--- config.mk ---
export PLATFORM = sky130hd
export DESIGN_NAME = uart_tx_sequencer_flat
export DESIGN_NICKNAME = d
export VERILOG_FILES = /design/src/rtl/uart_tx_sequencer_if.sv /design/src/rtl/uart_tx_sequencer.sv /design/src/flat_wrapper.sv
export SDC_FILE = /design/constraint.sdc
export NUM_CORES = 1
export LEC_CHECK = 0
export BUFFER_PORTS_ARGS = -buffer_cell sky130_fd_sc_hd__buf_4
export CORE_MARGIN = 2
export CORE_UTILIZATION = 30
export CTS_CLUSTER_SIZE = 20
export DETAILED_ROUTE_END_ITERATION = 10
export PLACE_DENSITY = 0.44
export SYNTH_ARGS = -nofsm -noshare
export SYNTH_HDL_FRONTEND = slang
export SYNTH_SLANG_ARGS = --single-unit
--- constraint.sdc ---
create_clock -name clk -period 5.97 [get_ports clk]
set_clock_uncertainty 0.15 [all_clocks]
set_input_delay 0.8955 -clock clk [delete_from_list [all_inputs] [get_ports clk]]
set_output_delay 0.8955 -clock clk [all_outputs]
set_load 0.05 [all_outputs]
--- src/rtl/uart_tx_sequencer_if.sv ---
// Byte handshake between the TX holding path and the transmit sequencer.
// The source pops its FIFO/TDR on valid_i & ready_o.
interface uart_tx_sequencer_if;
    logic [7:0] data_i;
    logic       valid_i;
    logic       ready_o;

    modport master (
        output data_i,
        output valid_i,
        input  ready_o
    );

    modport slave (
        input  data_i,
        input  valid_i,
        output ready_o
    );
endinterface

--- src/rtl/uart_tx_sequencer.sv ---
// UART transmit sequencer: frames one byte as start/data/parity/stop
// on tx_o, bit timing from an internal baud counter.
module uart_tx_sequencer (
    input  logic                   clk,
    input  logic                   reset_n,
    input  logic                   tx_en_i,
    input  logic [15:0]            divisor_i,
    input  logic [7:0]             lcr_i,
    uart_tx_sequencer_if.slave     src,
    output logic                   tx_o,
    output logic                   busy_o,
    output logic                   done_o
);

    typedef enum logic [2:0] {
        IDLE,
        START,
        DATA,
        PARITY,
        STOP
    } state_t;

    state_t      state_q, state_d;
    logic [15:0] cnt_q, cnt_d;
    logic [2:0]  idx_q, idx_d;
    logic        stop_q, stop_d;
    logic [7:0]  sdata_q, sdata_d;
    logic [4:0]  slcr_q, slcr_d;
    logic [15:0] sdiv_q, sdiv_d;
    logic        tx_q;
    logic        done_q;
    logic        line_d;
    logic        done_d;
    logic        accept;
    logic        bit_end;
    logic [2:0]  last_idx;
    logic [7:0]  mask;
    logic        par;
    logic        lcr_unused;

    assign lcr_unused = &{1'b0, lcr_i[7:6]};

    assign src.ready_o = (state_q == IDLE) && tx_en_i;
    assign accept      = src.ready_o && src.valid_i;
    assign bit_end     = (cnt_q == 16'd0);
    assign last_idx    = 3'd4 + {1'b0, slcr_q[1:0]};

    always_comb begin
        mask = 8'hFF;
        unique case (slcr_q[1:0])
            2'b00: mask = 8'h1F;
            2'b01: mask = 8'h3F;
            2'b10: mask = 8'h7F;
            2'b11: mask = 8'hFF;
        endcase
    end

    // odd parity is the inverted XOR of the sent bits
    assign par = (^(sdata_q & mask)) ^ ~slcr_q[4];

    always_comb begin
        state_d = state_q;
        cnt_d   = cnt_q;
        idx_d   = idx_q;
        stop_d  = stop_q;
        sdata_d = sdata_q;
        slcr_d  = slcr_q;
        sdiv_d  = sdiv_q;
        if (state_q != IDLE) begin
            cnt_d = bit_end ? sdiv_q : cnt_q - 16'd1;
        end
        case (state_q)
            IDLE: begin
                if (accept) begin
                    sdata_d = src.data_i;
                    slcr_d  = lcr_i[4:0];
                    sdiv_d  = divisor_i;
                    cnt_d   = divisor_i;
                    idx_d   = 3'd0;
                    stop_d  = 1'b0;
                    state_d = START;
                end
            end
            START: begin
                if (bit_end) begin
                    idx_d   = 3'd0;
                    state_d = DATA;
                end
            end
            DATA: begin
                if (bit_end) begin
                    if (idx_q == last_idx) begin
                        stop_d  = 1'b0;
                        state_d = slcr_q[3] ? PARITY : STOP;
                    end else begin
                        idx_d = idx_q + 3'd1;
                    end
                end
            end
            PARITY: begin
                if (bit_end) begin
                    stop_d  = 1'b0;
                    state_d = STOP;
                end
            end
            STOP: begin
                if (bit_end) begin
                    if (slcr_q[2] && !stop_q) begin
                        stop_d = 1'b1;
                    end else begin
                        cnt_d   = 16'd0;
                        state_d = IDLE;
                    end
                end
            end
            default: state_d = IDLE;
        endcase
    end

    // tx_o and done_o are registered, so decode them from next state
    always_comb begin
        line_d = 1'b1;
        case (state_d)
            START:   line_d = 1'b0;
            DATA:    line_d = sdata_d[idx_d];
            PARITY:  line_d = par;
            default: line_d = 1'b1;
        endcase
    end

    assign done_d = (state_d == STOP) && (cnt_d == 16'd0)
                  && (stop_d || !slcr_q[2]);

    always_ff @(posedge clk) begin
        if (!reset_n) begin
            state_q <= IDLE;
            cnt_q   <= 16'd0;
            idx_q   <= 3'd0;
            stop_q  <= 1'b0;
            sdata_q <= 8'd0;
            slcr_q  <= 5'd0;
            sdiv_q  <= 16'd0;
            tx_q    <= 1'b1;
            done_q  <= 1'b0;
        end else begin
            state_q <= state_d;
            cnt_q   <= cnt_d;
            idx_q   <= idx_d;
            stop_q  <= stop_d;
            sdata_q <= sdata_d;
            slcr_q  <= slcr_d;
            sdiv_q  <= sdiv_d;
            tx_q    <= line_d & ~lcr_i[5];
            done_q  <= done_d;
        end
    end

    assign tx_o   = tx_q;
    assign done_o = done_q;
    assign busy_o = (state_q != IDLE);

endmodule

--- src/flat_wrapper.sv ---
// flat-port wrapper written by rule: the top's interface ports become plain ports
module uart_tx_sequencer_flat 
  (clk, reset_n, tx_en_i, divisor_i, lcr_i, tx_o, busy_o, done_o, src_data_i, src_valid_i, src_ready_o);
  uart_tx_sequencer_if src_i ();
  input  logic clk;
  input  logic reset_n;
  input  logic tx_en_i;
  input  logic [15:0] divisor_i;
  input  logic [7:0] lcr_i;
  output logic tx_o;
  output logic busy_o;
  output logic done_o;
  input wire logic [$bits(src_i.data_i)-1:0] src_data_i;
  input wire logic [$bits(src_i.valid_i)-1:0] src_valid_i;
  output wire logic [$bits(src_i.ready_o)-1:0] src_ready_o;
  assign src_i.data_i = src_data_i;
  assign src_i.valid_i = src_valid_i;
  assign src_ready_o = src_i.ready_o;
  uart_tx_sequencer u_core (.clk(clk), .reset_n(reset_n), .tx_en_i(tx_en_i), .divisor_i(divisor_i), .lcr_i(lcr_i), .src(src_i), .tx_o(tx_o), .busy_o(busy_o), .done_o(done_o));
endmodule
# == After elaboration in Yosys (flattened, before gate mapping) ==
# Cells that the tools add are included.
# word_totals
register_bits,54
latchBits,0
mem_bits_rw,0
rom_bits,0
inputBits,36
output_inout_bits,4
word_cells,78
mem_count,0
# classes
n_addsub,3
mul,0
n_div,0
n_lt_le_gt_ge,1
n_eq_ne,12
n_shift,0
muxes,33
bitwise,5
reduce_logical,15
# op_table
cell,count
16-bit two-way mux,5
3-bit two-way mux,12
16-bit zero test,2
16-bit case mux with 2 select lines,1
8-bit case mux with 4 select lines,1
8-bit two-way mux,2
16-bit by 1-bit subtractor with 16-bit output (second input constant),1
3-bit case mux with 5 select lines,1
3-bit by 2-bit equality test with 1-bit output (second input constant),4
3-bit case mux with 3 select lines,1
8-bit AND,1
8-bit parity,1
1-bit two-way mux,7
3-bit by 1-bit equality test with 1-bit output (second input constant),2
3-bit equality test (second input constant),2
1-bit logical AND,5
2-bit equality test (second input constant),2
3-bit by 4-bit < comparator with 1-bit output (second input constant),1
1-bit case mux with 4 select lines,1
3-bit by 1-bit adder with 3-bit output (second input constant),1
3-bit by 2-bit adder with 3-bit output (first input constant),1
1-bit binary-select mux with 3-bit select,1
3-bit equality test,1
3-bit zero test,1
10 further kinds,12

# == Logic depth before layout (Yosys ltp) ==
# Gate-level depths: netlist (run 1).
# depth
depth_word,9
ltp_mapped,11
depth_no_buf,9

# == Least setup slack after synthesis (run 1) ==
# No wires, ideal clock.
# synth_path
path_type,flip-flop to output port
startpoint,register u_core.state_q[1]
endpoint,output src_ready_o
arrival_time_ns,1.475
setup_slack_ns,3.449
path_stages_with_launch,5
n_path_buf,2
cell_sequence,dfxtp_1 buf_2 nor3_4 clkbuf_1 and2_1
# synth_between
elab_chain_len,2
# synth_lines
element,line_no,text
"start, declared",uart_tx_sequencer.sv:23,"state_t state_q, state_d;"
"start signal, assigned",uart_tx_sequencer.sv:146,state_q <= state_d;
3-bit zero test,uart_tx_sequencer.sv:43,assign src.ready_o = (state_q == IDLE) && tx_en_i;
1-bit logical AND,uart_tx_sequencer.sv:43,
"end, declared",flat_wrapper.sv:15,output wire logic [$bits(src_i.ready_o)-1:0] src_ready_o;
# No other way between the ends.

# == Final worst setup path (run 1) ==
# layout_path
startpoint,register u_core.cnt_q[0]
endpoint,register u_core.done_q (netlist: u_core.done_o)
# layout_between
elab_chain_len,9
word_cells_on_any_way,22
# layout_lines
element,line_no,text
"start, declared",uart_tx_sequencer.sv:24,"logic [15:0] cnt_q, cnt_d;"
"start signal, assigned",uart_tx_sequencer.sv:147,cnt_q <= cnt_d;
16-bit by 1-bit subtractor with 16-bit output or 16-bit zero test (tied branches),"uart_tx_sequencer.sv:70, uart_tx_sequencer.sv:45",
16-bit two-way mux,uart_tx_sequencer.sv:70,cnt_d = bit_end ? sdiv_q : cnt_q - 16'd1;
16-bit two-way mux,uart_tx_sequencer.sv:69,if (state_q != IDLE) begin
16-bit two-way mux,uart_tx_sequencer.sv:108,if (slcr_q[2] && !stop_q) begin
16-bit two-way mux,uart_tx_sequencer.sv:107,if (bit_end) begin
16-bit case mux with 2 select lines,uart_tx_sequencer.sv:72,case (state_q)
16-bit zero test,uart_tx_sequencer.sv:131,assign done_d = (state_d == STOP) && (cnt_d == 16'd0)
1-bit logical AND,uart_tx_sequencer.sv:131,
1-bit logical AND *,uart_tx_sequencer.sv:132,&& (stop_d || !slcr_q[2]);
"end signal, assigned",uart_tx_sequencer.sv:154,done_q <= done_d;
"end, declared",uart_tx_sequencer.sv:31,logic done_q;
# Mark *: on every way between the ends. The rest lies on a longest branch, timed or not.
# A chain may end at the register's enable or synchronous reset.

==> qor.yml, run 1 <==
power_and_ir_drop:
  vdd_drop_max_uv: 153.9
  power_leakage_uw: 0.001288
  finalPower_uw: 1026
  switching_share_pct: 39.17
  p_clk_share_pct: 20.0
  p_int_uw: 624.2
  netSwitchingPower_uw: 401.9
  power_density_mw_per_mm2: 292.6
  seq_power_share_pct: 42.3
  pwr-share-comb_pct: 37.8
sta:
  tns_ns: 0
  tightest_slew_ns: 0.8739
  drv_slew: 0
  timing.hold.ws_ns: 0.3118
  finalWorstSetupSlack_ns: 2.553
  fin_crit_ns: 3.417
  setup_viol: 0
  timing.final.crit_share_pct: 57.23
  maxClockFrequency_mhz: 292.7
  timing.slew.headroom_pct: 41.35
  hold_viol: 0
  rsz0062_at_grt: "false"
place:
  dpl.hpwl_microns: 6419
  gp_congestion: 0.8103
  portBuffers: 37
  place_ws_ns: 2.570
  dp_cells: 558
setup_path:
  start_kind: "flip-flop"
  critical_path_class: "reg2reg"
  cp-end-kind: "flip-flop"
  arrival_ns: 3.49
  critPathRequiredTime_ns: 6.05
  crit_fanout: 18
flow_run:
  maxCapViolations: 0
outcome:
  outcome: "completed"
synth:
  synthCells: 406
  async_flop_share_pct: 0
  synth_flop_cell: "dfxtp_1"
  synth_seq_cells: 54
  synth_edf_count: 0
  synth_compound_area_share_pct: 26.08
  synth_xor_area_share_pct: 2.870
  syn_avg_cell_area_sq_um: 7.516
  synthAdderAreaFrac_pct: 0.8200
  netlist_area_sq_mm: 0.003052
  synth_top_family_by_area: "simple AND/OR/NAND/NOR gates"
  ys_types: 63
  synth_simple_gate_area_share_pct: 28.66
  syn_nets: 444
  seq_area_frac_synth_pct: 35.42
  muxShareOfSynthArea_pct: 1.353
  ys_warn_count: 0
grt:
  grt_overflow: 0
  grtUsageTotal_pct: 17.12
  grt_pass1_wl_microns: 15060
  antenna_found_initial: 0
  grt_pass1_vias: 2836
  grt_max_degree: 40
clock_network:
  postCtsSetupRepairBufs: 0
  cts_resized: 0
  cts_made_buffers: 5
  cts.htree.levels: 2
  clkSlewWorstSetupHoldPaths_ns: 0.10
  ctsHoldBuffers: 0
  clkSinkCount: 54
  cts_tree: "done"
  clk_latency_ns: 0.31
  root_buffer: "clkbuf_8"
  cts_buffer_depth: 2
cells_and_area:
  final_cell_mix: "82 x nand2_1, 55 x a21oi_1, 54 x dfxtp_1"
  multiInputGateArea_sq_mm: 0.001827
  nets: 470
  drive_above_1_share_pct: 14.35
  final_cells: 565
  fillerInstances: 1107
  final_common_cell: "nand2_1"
  areaGrowthSynthToFinish_pct: 14.92
  insertedDiodeCount: 0
  register_area_sq_mm: 0.001081
drt:
  final_antenna_net_count: 0
  drc: 0
  drtPass1Iterations: 4
  vias: 3002
  viasPerCell: 5.313
  drt-initial-drc-count: 122
  wl_per_cell_microns: 16.14
  finalWirelength_microns: 9118
die:
  dieHeight_microns: 104.9
  num_io_pins: 40
  rows: 36
  start_util_pct: 31.08
  floorplan.die.width_microns: 104.9
  core_area_sq_mm: 0.009819
  die_area_sq_mm: 0.01099
worst_hold_path:
  holdCritPathClass: "reg2reg"
[cell usage after synthesis (5+ instances only)]
master,count,area (sq um)
and2_1,8,50.05
a21oi_1,55,275.3
dfxtp_1,54,1081
o21ai_0,21,105.1
nand3_1,8,40.04
nand2_1,82,307.8
xnor2_1,10,87.58
a31oi_1,7,43.79
buf_2,9,45.04
nor2_1,29,108.9
inv_1,9,33.78
clkbuf_1,12,45.04
o31ai_1,5,37.54
o21a_1,5,37.54
nor3_1,11,55.05
[cell type report]
class / count / share of cell area (%)
multi-input cells: 319 / 52.09
flip-flops and latches: 54 / 30.82
repair buffers: 42 / 8.990
well taps: 133 / 4.745
clock buffers: 6 / 2.069
inverters: 10 / 1.070
clock inverters: 1 / 0.2141
[logic make-up (layout without fill, tap and decap cells)]
logic type	count (synthesis)	after routing
buffers and inverters	33	59
AO/OA/AOI/OAI	128	128
multiplexers	4	4
flip-flops	54	54
adder cells (fa/ha/maj)	2	2
XOR/XNOR	10	10
AND/OR/NAND/NOR	175	175
[sequential cells by signal, summed over array words and instances, names as in the netlist]
register and flops:
u_core.cnt_q 16, u_core.done_o 1, u_core.idx_q 3, u_core.sdata_q 8, u_core.sdiv_q 16, u_core.slcr_q 5, u_core.state_q 3, u_core.stop_q 1
u_core.tx_o 1
[worst max-delay path, cell delays in order (launching register included)]
cell and delay (ns):
dfxtp_1 0.37, inv_1 0.07, ha_1 0.21, nor4b_1 0.32, and4_1 0.72, and3_4 0.32
o21ai_1 0.27, a32oi_1 0.39, nand4_1 0.19, nor4_2 0.30
[metal layers]
metal | vias up | track usage [%] | part of all wire, %
li1 | 1508 | - | -
met5 | - | 0 | 0
met1 | 1422 | 26.24 | 52
met4 | 0 | 3.143 | 0.66
met3 | 4 | 2.495 | 4.3
met2 | 68 | 25.37 | 43
[final timing paths]
check,slack (ns),to,cells past startpoint,start
max,2.55,u_core.done_o,9,u_core.cnt_q[0]
min reg2reg,0.31,u_core.sdiv_q[15],2,u_core.sdiv_q[15]
max reg2reg,2.55,u_core.done_o,9,u_core.cnt_q[0]
min,0.31,u_core.sdiv_q[15],2,u_core.sdiv_q[15]
[metrics by stage]
stage,utilization (%),cell area (sq um)
after floorplan,-,3052
after global placement,34.90,3427
after detailed placement,34.90,3427
after CTS,35.72,3507
after global routing,35.72,3507
final,35.72,3507
[power by group through the flow]
stage	combinational, uW	clock (uW)	sequential (uW)
5_1_grt	435	229	440
3_5_place_dp	389	0	442
3_3_place_gp	386	0	441
6_report	387	205	434
4_1_cts	389	216	433
2_1_floorplan	296	0	426
Note: power is estimated with default switching activity, not from simulation.
==> inputs of run 2 (changes only) <==
PLACE_DENSITY = 0.46   (was 0.44)
clock period = 3.1 ns   (was 5.97 ns; I/O delays follow)
==> run 2 against run 1 <==
Total power up 100%. Critical path depth up 1. Global-route usage up 0.36 points. Hold slack worse by 0.075 ns. Via count up 1.5%. First-iteration DRC count up 70%. Routed wire length up 1.7%. Clock power up 120%. Sequential share of layout area down 1.1 points. Critical path type unchanged. Largest cell class unchanged. Largest power group unchanged.
==> qor.yml, run 2 (same netlist as run 1, synthesis figures left out) <==
outcome:
  outcome: "completed"
place:
  place_area_sq_mm: 0.003525  # +2.8%
  portBuffers: 37  # unchanged
  gp_congestion: 0.8332  # +2.8%
  dpl.hpwl_microns: 6749  # +5.1%
  place_ws_ns: 0.1681  # -2.402 ns
setup_path:
  cp-end-kind: "flip-flop"
  crit_fanout: 10  # -8
  r2r-end: "u_core.tx_o"
  r2r_start: "u_core.cnt_q[0]"
  r2r_setup_slack_ns: 0.24  # -2.31 ns
  worstRegToRegCells: 10  # +1
  start_kind: "flip-flop"
  critPathRequiredTime_ns: 3.19  # -2.86 ns
  arrival_ns: 2.95  # -0.54 ns
  critical_path_class: "reg2reg"
sta:
  maxClockFrequency_mhz: 350.0  # +20%
  timing.hold.ws_ns: 0.2366  # -0.07516 ns
  setup_viol: 0  # unchanged
  hold_viol: 0  # unchanged
  rsz0062_at_grt: "false"
  timing.slew.headroom_pct: 58.57  # +17 points
  finalWorstSetupSlack_ns: 0.2428  # -2.311 ns
  drv_slew: 0  # unchanged
  fin_crit_ns: 2.857  # -0.5594 ns
  tightest_slew_ns: 0.6208  # -0.2531 ns
  timing.final.crit_share_pct: 92.17  # +35 points
  tns_ns: 0  # unchanged
cells_and_area:
  final_common_cell: "nand2_1"
  stdcell_area_sq_mm: 0.003631  # +3.5%
  post-route-util_pct: 36.98  # +1.3 points
  insertedDiodeCount: 0  # unchanged
  final_cell_mix: "82 x nand2_1, 55 x a21oi_1, 55 x buf_4"
  areaGrowthSynthToFinish_pct: 18.98
  drive_above_1_share_pct: 17.49  # +3.1 points
  reg_top3: "u_core.cnt_q x16, u_core.sdiv_q x16, u_core.sdata_q x8"
  nets: 483  # +2.8%
clock_network:
  ctsHoldBuffers: 0  # unchanged
  cts_resized: 0  # unchanged
  clk_latency_ns: 0.31  # about the same
  cts_tree: "done"
  cts_buffer_depth: 2  # unchanged
  cts_made_buffers: 5  # unchanged
  root_buffer: "clkbuf_8"
  clkSinkCount: 54  # unchanged
  cts.htree.levels: 2  # unchanged
  postCtsSetupRepairBufs: 0  # unchanged
  clkSlewWorstSetupHoldPaths_ns: 0.11  # about the same
drt:
  vias: 3047  # +1.5%
  final_antenna_net_count: 0  # unchanged
  finalWirelength_microns: 9274  # +1.7%
  drt-initial-drc-count: 207  # +70%
  drc: 0  # unchanged
  wl_per_cell_microns: 16.02  # -0.75%
  viasPerCell: 5.263  # -0.96%
  drtPass1Iterations: 5  # +1
power_and_ir_drop:
  power_leakage_uw: 0.001370  # +6.3%
  power_density_mw_per_mm2: 577.3  # +97%
  vdd_drop_max_uv: 261.4  # +70%
grt:
  grt_pass1_wl_microns: 15440  # +2.6%
  grt_pass1_vias: 2898  # +2.2%
  grt_overflow: 0  # unchanged
  grt_max_degree: 34  # -15%
  antenna_found_initial: 0  # unchanged
  grtUsageTotal_pct: 17.48  # +0.36 points
worst_hold_path:
  min_path_cells: 3  # +1
  holdCritPathClass: "in2reg"
  hold_start: "divisor_i[6]"
  whs_endpoint: "u_core.cnt_q[6]"
die:
  rows: 36  # unchanged
  core_area_sq_mm: 0.009819  # unchanged
  die_area_sq_mm: 0.01099  # unchanged
  floorplan.die.width_microns: 104.9  # unchanged
  dieHeight_microns: 104.9  # unchanged
  num_io_pins: 40  # unchanged
  start_util_pct: 31.08  # unchanged
flow_run:
  maxCapViolations: 0  # unchanged
## run 2: changes by cell type in the layout (fill, tap and decap cells not counted)
| cell | before | now |
|---|---|---|
| and4_1 | 2 | 1 |
| and4_2 | 0 | 1 |
| buf_4 | 42 | 55 |
| clkbuf_1 | 1 | 0 |
| clkbuf_8 | 5 | 7 |
| clkinv_4 | 0 | 1 |
| clkinvlp_4 | 1 | 0 |
## run 2: worst max path at each step
stage                          startpoint             to  slack (ns)  depth (start not counted)
after floorplan           u_core.cnt_q[0]  u_core.done_o        0.65                         10
after global placement    u_core.cnt_q[0]    u_core.tx_o        0.18                         10
after detailed placement  u_core.cnt_q[0]  u_core.done_o        0.17                          9
after CTS                 u_core.cnt_q[0]    u_core.tx_o        0.13                         10
after global routing      u_core.cnt_q[0]  u_core.done_o       0.007                          9
final                     u_core.cnt_q[0]    u_core.tx_o        0.24                         10
## run 2: metal layers
metal | vias to the layer above | wire [microns] | track usage (%)
li1 | 1535 | - | -
met1 | 1434 | 4933 | 26.66
met2 | 72 | 3913 | 25.97
met3 | 6 | 343 | 2.308
met4 | 0 | 83 | 3.810
met5 | - | 0 | 0
## run 2: final cells by class
| type | count | area, sq um |
|---|---|---|
| flip-flops and latches | 54 | 1081 |
| inverters | 10 | 37.54 |
| clock buffers | 7 | 96.34 |
| fillers | 1135 | 6188 |
| well taps | 133 | 166.4 |
| multi-input cells | 319 | 1828 |
| clock inverters | 1 | 8.758 |
| repair buffers | 55 | 412.9 |
## run 2: through the flow
stage / cells / total power (uW)
CTS: 579 / 2114
floorplan: 406 / 1390
global placement: 571 / 1646
detailed placement: 571 / 1647
finish: 579 / 2096
global route: 579 / 2249
## run 2: where the power goes
group / internal (uW) / leakage [uW] / switching, uW
combinational: 339 / 0.000875 / 466
sequential: 753 / 0.000441 / 79.2
clock: 206 / 0.0000544 / 254
total: 1300 / 0.00137 / 799
## run 2: critical path, stage by stage, from the launching register on
cell	delay, ns
dfxtp_1	0.37
inv_1	0.07
ha_1	0.22
nor4b_1	0.34
and4_2	0.42
buf_4	0.21
and3_1	0.20
nor2_1	0.08
a2111oi_0	0.43
o21bai_1	0.14
a31oi_1	0.15
